$ cat src/rtl/font_rom_arbiter.sv
// Font ROM arbiter: video reads always win the single-port ROM, and host reads fill the idle cycles.
// If video blocks a pending host read for HOST_TIMEOUT cycles, the host request is aborted with an error.
module font_rom_arbiter #(
  parameter int ADDR_WIDTH   = 11,
  parameter int DATA_WIDTH   = 8,
  parameter int HOST_TIMEOUT = 1024
) (
  input  logic                  clk_i,
  input  logic                  rst_i,
  input  logic                  vid_rd_i,
  input  logic [ADDR_WIDTH-1:0] vid_addr_i,
  output logic [DATA_WIDTH-1:0] vid_data_o,
  output logic                  vid_valid_o,
  input  logic                  host_req_i,
  input  logic [ADDR_WIDTH-1:0] host_addr_i,
  output logic                  host_ready_o,
  output logic [DATA_WIDTH-1:0] host_data_o,
  output logic                  host_valid_o,
  output logic                  host_err_o,
  output logic [ADDR_WIDTH-1:0] rom_addr_o,
  input  logic [DATA_WIDTH-1:0] rom_data_i
);

  localparam int CNT_W = $clog2(HOST_TIMEOUT) + 1;

  // state | meaning
  // IDLE  | ready to accept a host request
  // PEND  | host request latched, waiting for a cycle without video
  // WAIT  | host read issued to ROM, data returns through the tag pipe
  typedef enum logic [1:0] {S_IDLE, S_PEND, S_WAIT} state_t;
  typedef enum logic [1:0] {OWN_NONE, OWN_VID, OWN_HOST} owner_t;

  state_t                  state_q, state_d;
  owner_t                  own_q, own_d;
  logic [ADDR_WIDTH-1:0]   haddr_q, haddr_d;
  logic [CNT_W-1:0]        wait_cnt_q, wait_cnt_d;
  logic                    grant_host;
  logic                    timeout;

  logic [DATA_WIDTH-1:0]   vid_data_q;
  logic                    vid_valid_q;
  logic [DATA_WIDTH-1:0]   host_data_q;
  logic                    host_valid_q;
  logic                    host_err_q;

  always_ff @(posedge clk_i or posedge rst_i) begin
    if (rst_i) begin
      state_q    <= S_IDLE;
      own_q      <= OWN_NONE;
      haddr_q    <= '0;
      wait_cnt_q <= '0;
    end else begin
      state_q    <= state_d;
      own_q      <= own_d;
      haddr_q    <= haddr_d;
      wait_cnt_q <= wait_cnt_d;
    end
  end

  always_comb begin
    state_d      = state_q;
    haddr_d      = haddr_q;
    wait_cnt_d   = wait_cnt_q;
    grant_host   = 1'b0;
    timeout      = 1'b0;
    host_ready_o = 1'b0;
    case (state_q)
      S_IDLE: begin
        host_ready_o = 1'b1;
        if (host_req_i) begin
          haddr_d    = host_addr_i;
          wait_cnt_d = '0;
          state_d    = S_PEND;
        end
      end
      S_PEND: begin
        if (!vid_rd_i) begin
          grant_host = 1'b1;
          state_d    = S_WAIT;
        end else if (wait_cnt_q == CNT_W'(HOST_TIMEOUT - 1)) begin
          timeout = 1'b1;
          state_d = S_IDLE;
        end else begin
          wait_cnt_d = wait_cnt_q + 1'b1;
        end
      end
      S_WAIT:  state_d = S_IDLE;
      default: state_d = S_IDLE;
    endcase
  end

  // When nobody reads, the video address still drives the ROM; that read is discarded.
  assign rom_addr_o = grant_host ? haddr_q : vid_addr_i;

  always_comb begin
    own_d = OWN_NONE;
    if (vid_rd_i)        own_d = OWN_VID;
    else if (grant_host) own_d = OWN_HOST;
  end

  // Second pipe stage: the ROM word shows up one cycle after issue and goes to its owner.
  always_ff @(posedge clk_i or posedge rst_i) begin
    if (rst_i) begin
      vid_data_q   <= '0;
      vid_valid_q  <= 1'b0;
      host_data_q  <= '0;
      host_valid_q <= 1'b0;
      host_err_q   <= 1'b0;
    end else begin
      vid_valid_q  <= (own_q == OWN_VID);
      host_valid_q <= (own_q == OWN_HOST) || timeout;
      host_err_q   <= timeout;
      if (own_q == OWN_VID)
        vid_data_q <= rom_data_i;
      if (own_q == OWN_HOST)
        host_data_q <= rom_data_i;
      else if (timeout)
        host_data_q <= '0;
    end
  end

  assign vid_data_o   = vid_data_q;
  assign vid_valid_o  = vid_valid_q;
  assign host_data_o  = host_data_q;
  assign host_valid_o = host_valid_q;
  assign host_err_o   = host_err_q;

endmodule

$ cat config.mk
export PLATFORM = sky130hd
export DESIGN_NAME = font_rom_arbiter
export DESIGN_NICKNAME = d
export VERILOG_FILES = /design/src/rtl/font_rom_arbiter.sv
export SDC_FILE = /design/constraint.sdc
export NUM_CORES = 1
export LEC_CHECK = 0
export ABC_AREA = 1
export BUFFER_PORTS_ARGS = -buffer_cell sky130_fd_sc_hd__buf_2
export CORE_UTILIZATION = 25
export CTS_BUF_LIST = sky130_fd_sc_hd__clkbuf_4 sky130_fd_sc_hd__clkbuf_8
export CTS_CLUSTER_DIAMETER = 30
export DETAILED_ROUTE_END_ITERATION = 8
export GPL_TIMING_DRIVEN = 0
export HOLD_SLACK_MARGIN = 0.08
export SLEW_MARGIN = 20
export SYNTH_ARGS = -nofsm -noshare
export SYNTH_HDL_FRONTEND = slang
export SYNTH_SLANG_ARGS = --single-unit
$ cat constraint.sdc
create_clock -name clk_i -period 1.23 [get_ports clk_i]
set_input_delay 0.1845 -clock clk_i [delete_from_list [all_inputs] [get_ports clk_i]]
set_output_delay 0.1845 -clock clk_i [all_outputs]
set_load 0.02 [all_outputs]
==> results of run 1 <==
logic make-up (layout without fill, tap and decap cells):
| family | after synthesis | count (layout) | synth area share [%] |
|---|---|---|---|
| AO/OA/AOI/OAI | 9 | 9 | 2.70 |
| multiplexers | 7 | 7 | 4.14 |
| adder cells (fa/ha/maj) | 1 | 1 | 0.599 |
| buffers and inverters | 21 | 125 | 5.34 |
| XOR/XNOR | 6 | 6 | 2.52 |
| AND/OR/NAND/NOR | 150 | 151 | 30.8 |
| flip-flops | 45 | 45 | 54.0 |
worst max-delay path, delay by kind of cell (launching register included):
| kind | cells | cell delay [ns] |
|---|---|---|
| compound gates | 1 | 0.12 |
| buf+inv | 4 | 0.43 |
| flops | 1 | 0.41 |
| simple gates | 2 | 0.31 |
power by group through the flow:
stage / registers, W / clock network (W) / logic (W)
final: 0.00211 / 0.00114 / 0.00241
after global routing: 0.00217 / 0.00125 / 0.00260
after CTS: 0.00210 / 0.00118 / 0.00228
after detailed placement: 0.00212 / 0 / 0.00173
after global placement: 0.00210 / 0 / 0.00170
after floorplan: 0.00232 / 0 / 0.000996
through the flow:
stage	worst slack, ns	cells	power [W]	setup TNS (ns)	utilization, %
final	-0.530	446	0.00566	-10.14	43.0
after global routing	-0.587	446	0.00602	-12.48	43.0
after CTS	-0.505	437	0.00556	-8.50	41.0
after detailed placement	-0.402	405	0.00385	-8.14	33.5
after global placement	-0.410	405	0.00381	-7.75	33.5
after floorplan	-0.154	239	0.00331	-2.60	-
Yosys cell counts:
library cell	number	area share, %
nand4_2	2	1.2
mux2_4	2	1.4
ha_1	1	0.60
a21oi_1	4	0.96
xnor2_1	2	0.84
nor2_2	3	0.90
nor2_4	3	1.6
clkinv_1	2	0.36
nand4_1	1	0.30
nand3_2	1	0.48
nor2_1	11	2.0
inv_4	1	0.30
inv_2	1	0.18
buf_6	4	2.2
o21ai_0	2	0.48
xor2_1	4	1.7
inv_1	13	2.3
o21ai_2	3	1.3
nand3_1	12	2.9
dfrtp_1	45	54
mux2_2	5	2.7
nand2_1	114	21
nand2_2	3	0.90
per-layer routing:
layer	vias up	track usage (%)	part of all wire, %
li1	952	-	-
met1	951	16.4	43
met2	56	23.3	51
met3	10	3.66	4.9
met4	0	4.49	1.6
met5	-	0	0
area by class of cell:
cell class / instances / area, µm²
repair buffers: 96 / 714
clock buffers: 5 / 68.8
multi-input cells: 174 / 1180
flip-flops and latches: 45 / 1130
plain buffers: 4 / 57.6
fillers: 744 / 4490
inverters: 17 / 75.1
well taps: 102 / 128
clock inverters: 3 / 46.3
worst paths after layout:
path / to / cells past startpoint
worst min register to register: vid_data_o[7]$_DFFE_PP0P_ / 2
worst max register to register: wait_cnt_q[0]$_DFFE_PP0P_ / 9
max in group asynchronous: wait_cnt_q[1]$_DFFE_PP0P_ / 4
worst min-delay path: vid_data_o[2]$_DFFE_PP0P_ / 3
worst max-delay path: rom_addr_o[3] / 7
min in group asynchronous: haddr_q[3]$_DFFE_PP0P_ / 3
state kept, by name, indices dropped and copies added, names as in the netlist:
name	flops
own_q	2
vid_valid_o	1
host_err_o	1
host_data_o	8
vid_data_o	8
haddr_q	11
host_valid_o	1
wait_cnt_q	11
state_q	2
what timing repair did:
item                                    4_1_cts  5_1_grt
endpoints found under the setup margin       44       53
resized for setup                            75       22
pin swaps                                    13       13
hold endpoints to repair                      1       15
buffers inserted                             20        7
cloned                                        3        0
hold buffers                                  1        2
==> metrics.csv, run 1 <==
metric,value,unit
CORE AREA,7890,µm²
"flops & latches, synth",45,
clock skew,0.00966,ns
drt wl/cell,13.0,µm
worst r2r src,wait_cnt_q[0]$_DFFE_PP0P_,
CP Capture Type,output port,
CP required,1.05,ns
slowest CP cell,dfrtp_1,
H-tree depth,2,
Setup-failing EPs final,45,
period utilisation layout,143,%
largest stage delay on the critical path,0.41,ns
Starting DRT DRC Count,55,
DRC,0,
vias in the first global route,1934,
row cnt,32,
failing checks,setup timing,
NetSw,0.00208,W
crit path max fanout,5,
relative slew slack,75.2,%
CP Launch Type,flip-flop,
Sw Ratio,36.8,%
min-delay src,rom_data_i[2],
Vias,1969,
Num CTS Buffers,5,
"most common cell after layout, fill and taps aside",nand2_1,
Die ar.,8720,µm²
Via density,4.41,
Syn Nets,274,
status,"complete, but fails checks",
Initial Util,26.5,%
Flop pwr share,37.3,%
largest net degree at the start of global routing,46,
layout cell share with drive strength beyond 1,54.4,%
TritonRoute pass-1 iters,4,
CTS tree,built,
Gate Count Post-Synth,239,
CTS Sinks,45,
pwr dens,1670,nW/µm²
worst hold-check path type,input pin to flip-flop,
Pins Over Slew Limit,0,
chip height,93.4,µm
"CTS clk-pin slew, worst paths",0.09,ns
syn_area_per_cell,8.73,µm²
Slew @ Worst Pin,0.372,ns
initial antenna violation count,0,
area delta synth->final,62.7,%
crit-path cells,"nor2_2, inv_2, nor2_4, inv_4, buf_12, o21ai_4, buf_6",
worst-skew pair later-pin latency,0.30,ns
antenna cells,0,
GRT Resource Usage Total,13.6,%
Die Span X,93.4,µm
Leak,1.81,nW
Port Buffer Count,64,
final hold vios,0,
RSZ-0062 raised after global routing,yes,
register area share after synthesis,54.0,%
DRT antenna net count,0,
Syn. warnings,0,
PnR worst setup slack,-0.530,ns
most frequent cells in the layout,"nand2_1, buf_2, dfrtp_1",
total gr overflow,0,
Critical Setup Path Class,flip-flop to output port,
final instance area,3390,µm²
global-route wire length before repair,9090,µm
CP Launch Point,state_q[1]$_DFFE_PP0P_,
Worst VDD drop,0.541,mV
IO Pins,65,
WHS,0.0889,ns
Final Critical Period,1.76,ns
Root Buffer,clkbuf_8,
Int Pwr,0.00358,W
WL final,5820,µm
clock network fraction of total power,20.1,%
R2R setup slack,-0.20,ns
half-perimeter wire length after placement,3460,µm
Logic pwr share,42.6,%
Placed Area,2640,µm²
synth unique cells,23,
Worst Path Arrival,1.58,ns
highest clock rate,0.568,GHz
GPL Wtd Cong,0.744,
Nets,378,
mapped cell area,2090,µm²
Max Cap Viol,0,
Clock Path Buffers,2,
(Power assumes the default switching activity.)
==> run 2, diff against run 1 <==
--- a/config.mk
+++ b/config.mk
@@ -13,6 +13,7 @@
 export DETAILED_ROUTE_END_ITERATION = 8
 export GPL_TIMING_DRIVEN = 0
 export HOLD_SLACK_MARGIN = 0.08
+export PLACE_DENSITY = 0.57
 export SLEW_MARGIN = 20
 export SYNTH_ARGS = -nofsm -noshare
 export SYNTH_HDL_FRONTEND = slang
==> metrics.csv, run 2 (same netlist as run 1, synthesis figures left out) <==
metric,value,unit
Num CTS Buffers,5,
CP Capture Type,output port,
Worst VDD drop,0.550,mV
initial antenna violation count,0,
Pins Over Slew Limit,0,
worst r2r src,state_q[0]$_DFFE_PP0P_,
Reg2Reg Depth,5,
GPL Wtd Cong,0.718,
status,"complete, but fails checks",
pwr dens,1680,nW/µm²
DRT antenna net count,0,
worst hold-check path type,input pin to flip-flop,
WL final,5330,µm
antenna cells,0,
Setup-failing EPs final,39,
Leak,1.71,nW
most frequent cells in the layout,"nand2_1, buf_2, dfrtp_1",
Root Buffer,clkbuf_8,
chip height,93.4,µm
Starting DRT DRC Count,61,
CP Launch Type,flip-flop,
"most common cell after layout, fill and taps aside",nand2_1,
Initial Util,26.5,%
Die Span X,93.4,µm
relative slew slack,66.3,%
IO Pins,65,
area delta synth->final,54.9,%
slowest CP cell,dfrtp_1,
TritonRoute pass-1 iters,4,
drt wl/cell,12.2,µm
WHS,0.0914,ns
Slew @ Worst Pin,0.505,ns
Via density,4.37,
"CTS clk-pin slew, worst paths",0.08,ns
largest net degree at the start of global routing,46,
Nets,368,
PnR worst setup slack,-0.489,ns
R2R setup slack,-0.17,ns
Clock Path Buffers,2,
CTS tree,built,
CORE AREA,7890,µm²
DRC,0,
CP required,1.05,ns
largest stage delay on the critical path,0.37,ns
Die ar.,8720,µm²
crit path max fanout,4,
highest clock rate,0.582,GHz
Critical Path Sink,rom_addr_o[2],
vias in the first global route,1966,
Place WS,-0.393,ns
Critical Setup Path Class,flip-flop to output port,
worst r2r dst,haddr_q[10]$_DFFE_PP0P_,
total gr overflow,0,
global-route wire length before repair,8890,µm
Placed Area,2640,µm²
row cnt,32,
Worst Path Arrival,1.53,ns
Final Critical Period,1.72,ns
failing checks,setup timing,
layout cell share with drive strength beyond 1,50.0,%
period utilisation layout,140,%
hold path depth,1,
Max Cap Viol,0,
GRT Resource Usage Total,13.1,%
final hold vios,0,
clock skew,0.0143,ns
half-perimeter wire length after placement,3400,µm
biggest regs,"haddr_q (11), wait_cnt_q (11)",
crit-path cells,"inv_1, nor2_4, inv_2, nor2_4, inv_4, buf_6, nand2_2, o21ai_4, buf_6",
Port Buffer Count,64,
Vias,1905,
CTS Sinks,45,
H-tree depth,2,
RSZ-0062 raised after global routing,yes,
worst-skew pair later-pin latency,0.30,ns
CP Launch Point,state_q[0]$_DFFE_PP0P_,
final instance area,3230,µm²
Final Util,41.0,%
==> run 2: cell count changes in the layout (fill, tap and decap cells not counted), sizes merged <==
cell | before | now
clkinv | 3 | 2
buf | 97 | 89
dlygate4sd3 | 3 | 1
clkbuf | 5 | 6
==> run 2: timing repair <==
item	CTS	global route
hold buffers	0	1
pin swaps	9	3
setup endpoints to repair	44	53
gates resized for setup	60	10
endpoints found under the hold margin	0	21
cloned	3	0
buffers inserted	12	6
==> run 2: metrics by stage <==
step	total power [W]	TNS [ns]	cells
after global routing	0.00580	-11.41	436
final	0.00543	-7.90	436
after detailed placement	0.00385	-8.51	405
after global placement	0.00381	-8.28	405
after CTS	0.00545	-8.04	428
after floorplan	0.00331	-2.60	239
==> run 2: worst max-delay path, delay by kind of cell (launching register included) <==
family,cells,cell delay [ns]
buffers and inverters,5,0.48
flip-flops,1,0.37
AO/OA/AOI/OAI,1,0.06
AND/OR/NAND/NOR,3,0.33
==> run 2: how the worst min path moves through the flow <==
stage / end / startpoint / slack, ns
after global routing: own_q[0]$_DFF_PP0_ / vid_rd_i / 0.07
after global placement: own_q[0]$_DFF_PP0_ / vid_rd_i / 0.39
after CTS: own_q[0]$_DFF_PP0_ / vid_rd_i / 0.08
final: own_q[0]$_DFF_PP0_ / vid_rd_i / 0.09
after detailed placement: own_q[0]$_DFF_PP0_ / vid_rd_i / 0.40
after floorplan: haddr_q[0]$_DFFE_PP0P_ / rst_i / 0.20
==> run 2: cell type report <==
type / instances / area (µm²)
inverter: 17 / 72.6
clock buffer: 6 / 82.6
multi-input combinational: 174 / 1120
tap: 102 / 128
fill: 781 / 4650
timing repair buffer: 86 / 613
sequential: 45 / 1130
clock inverter: 2 / 37.5
buffer: 4 / 53.8
==> run 2: layer usage <==
layer	vias up	GRT usage [%]	part of all wire (%)
met2	42	22.6	50
li1	933	-	-
met5	-	0	0
met3	5	3.66	5.5
met4	0	3.46	1.1
met1	925	16.0	44
==> run 2: report_power, final <==
| group | leakage [nW] | switching [W] | internal [W] |
|---|---|---|---|
| clock | 0.0574 | 0.000513 | 0.000661 |
| combinational | 1.09 | 0.00121 | 0.000942 |
| sequential | 0.562 | 0.000232 | 0.00187 |
| total | 1.71 | 0.00195 | 0.00348 |
==> run 3, diff against run 2 <==
--- a/config.mk
+++ b/config.mk
@@ -13,7 +13,9 @@
 export DETAILED_ROUTE_END_ITERATION = 8
 export GPL_TIMING_DRIVEN = 0
 export HOLD_SLACK_MARGIN = 0.08
+export MAX_ROUTING_LAYER = met4
 export PLACE_DENSITY = 0.57
+export SKIP_LAST_GASP = 1
 export SLEW_MARGIN = 20
 export SYNTH_ARGS = -nofsm -noshare
 export SYNTH_HDL_FRONTEND = slang
==> metrics.csv, run 3 (same netlist as run 1, synthesis figures left out) <==
metric,value,unit
status,"complete, but fails checks",
WL final,5320,µm
TritonRoute pass-1 iters,4,
final hold vios,0,
CP Launch Type,flip-flop,
IO Pins,65,
Leak,1.71,nW
Nets,368,
worst r2r src,state_q[0]$_DFFE_PP0P_,
Logic pwr share,39.6,%
PnR worst setup slack,-0.489,ns
global-route wire length before repair,8900,µm
Critical Setup Path Class,flip-flop to output port,
multi-input logic area,1110,µm²
Worst VDD drop,0.550,mV
RSZ-0062 raised after global routing,yes,
DRC,0,
"most common cell after layout, fill and taps aside",nand2_1,
"CTS clk-pin slew, worst paths",0.08,ns
worst hold-check path type,input pin to flip-flop,
CTS tree,built,
crit path max fanout,4,
Reg2Reg Depth,5,
pwr dens,1680,nW/µm²
Vias,1904,
Via density,4.37,
GPL Wtd Cong,0.726,
Flop pwr share,38.8,%
highest clock rate,0.582,GHz
Die Span X,93.4,µm
CORE AREA,7890,µm²
Initial Util,26.5,%
DRT antenna net count,0,
chip height,93.4,µm
drt wl/cell,12.2,µm
Int Pwr,0.00347,W
Slew @ Worst Pin,0.505,ns
Clock Path Buffers,2,
Root Buffer,clkbuf_8,
Starting DRT DRC Count,59,
R2R setup slack,-0.17,ns
Storage cell area,1130,µm²
H-tree depth,2,
Sw Ratio,35.9,%
CP required,1.05,ns
total gr overflow,0,
antenna cells,0,
Max Cap Viol,0,
TNS Setup,-7.89,ns
Final Critical Period,1.72,ns
clock skew,0.0143,ns
period utilisation layout,140,%
most frequent cells in the layout,"nand2_1, buf_2, dfrtp_1",
min-delay src,vid_rd_i,
Num CTS Buffers,5,
area delta synth->final,54.7,%
Pins Over Slew Limit,0,
CP Capture Type,output port,
row cnt,32,
initial antenna violation count,0,
relative slew slack,66.3,%
Place WS,-0.393,ns
Worst Path Arrival,1.53,ns
CTS Sinks,45,
worst r2r dst,haddr_q[10]$_DFFE_PP0P_,
# fillers,783,
GRT Resource Usage Total,13.5,%
Setup-failing EPs final,39,
biggest regs,"haddr_q (11), wait_cnt_q (11)",
layout cell share with drive strength beyond 1,49.4,%
largest net degree at the start of global routing,46,
half-perimeter wire length after placement,3400,µm
Die ar.,8720,µm²
hold path depth,1,
NetSw,0.00195,W
vias in the first global route,1969,
hold endpoint,own_q[0]$_DFF_PP0_,
Port Buffer Count,64,
clock network fraction of total power,21.6,%
worst-skew pair later-pin latency,0.30,ns
failing checks,setup timing,
==> run 3: per-stage QoR <==
| stage | hold slack, ns | utilization (%) | cell area, µm² | power, W | cells |
|---|---|---|---|---|---|
| after floorplan | 0.195 | - | 2190 | 0.00331 | 239 |
| after global placement | 0.392 | 33.5 | 2640 | 0.00381 | 405 |
| after detailed placement | 0.399 | 33.5 | 2640 | 0.00385 | 405 |
| after CTS | 0.0815 | 39.5 | 3120 | 0.00544 | 428 |
| after global routing | 0.0722 | 40.9 | 3230 | 0.00579 | 436 |
| final | 0.0914 | 40.9 | 3230 | 0.00542 | 436 |
==> run 3: power by group through the flow <==
stage / clock network [W] / registers (W) / logic (W)
6_report: 0.00117 / 0.00210 / 0.00215
5_1_grt: 0.00129 / 0.00215 / 0.00236
4_1_cts: 0.00122 / 0.00209 / 0.00214
3_5_place_dp: 0 / 0.00211 / 0.00173
3_3_place_gp: 0 / 0.00211 / 0.00170
2_1_floorplan: 0 / 0.00232 / 0.000996
==> run 3: area by class of cell <==
class	instances	area share, %
flip-flops and latches	45	35.0
multi-input cells	174	34.5
repair buffers	86	19.0
well taps	102	3.95
clock buffers	6	2.56
inverters	17	2.25
plain buffers	4	1.67
clock inverters	2	1.16
==> run 3: routing by layer <==
layer,global-route usage [%],vias to the layer above,wire (µm)
met3,3.50,5,279
met5,-,-,0
met2,22.7,42,2640
met1,16.1,923,2350
li1,-,934,-
met4,3.46,0,59
==> run 3: worst max path at each step <==
stage / from / endpoint / slack (ns)
6_report: state_q[0]$_DFFE_PP0P_ / rom_addr_o[2] / -0.49
3_5_place_dp: state_q[0]$_DFFE_PP0P_ / rom_addr_o[4] / -0.39
3_3_place_gp: state_q[0]$_DFFE_PP0P_ / rom_addr_o[2] / -0.41
4_1_cts: state_q[0]$_DFFE_PP0P_ / rom_addr_o[10] / -0.51
5_1_grt: state_q[0]$_DFFE_PP0P_ / rom_addr_o[10] / -0.57
2_1_floorplan: state_q[0]$_DFFE_PP0P_ / haddr_q[10]$_DFFE_PP0P_ / -0.15
==> run 3: what timing repair did <==
action / CTS / global route
endpoints found under the setup margin: 44 / 53
setup buffers: 12 / 6
endpoints found under the hold margin: 0 / 21
hold buffers: 0 / 1
pin swaps: 9 / 3
resized for setup: 58 / 10
cloned: 3 / 0
==> run 3: critical path: stages (launching register included) <==
cell	delay, ns
dfrtp_1	0.37
inv_1	0.08
nor2_4	0.12
inv_2	0.06
nor2_4	0.14
inv_4	0.08
buf_6	0.14
nand2_2	0.07
o21ai_4	0.06
buf_6	0.12
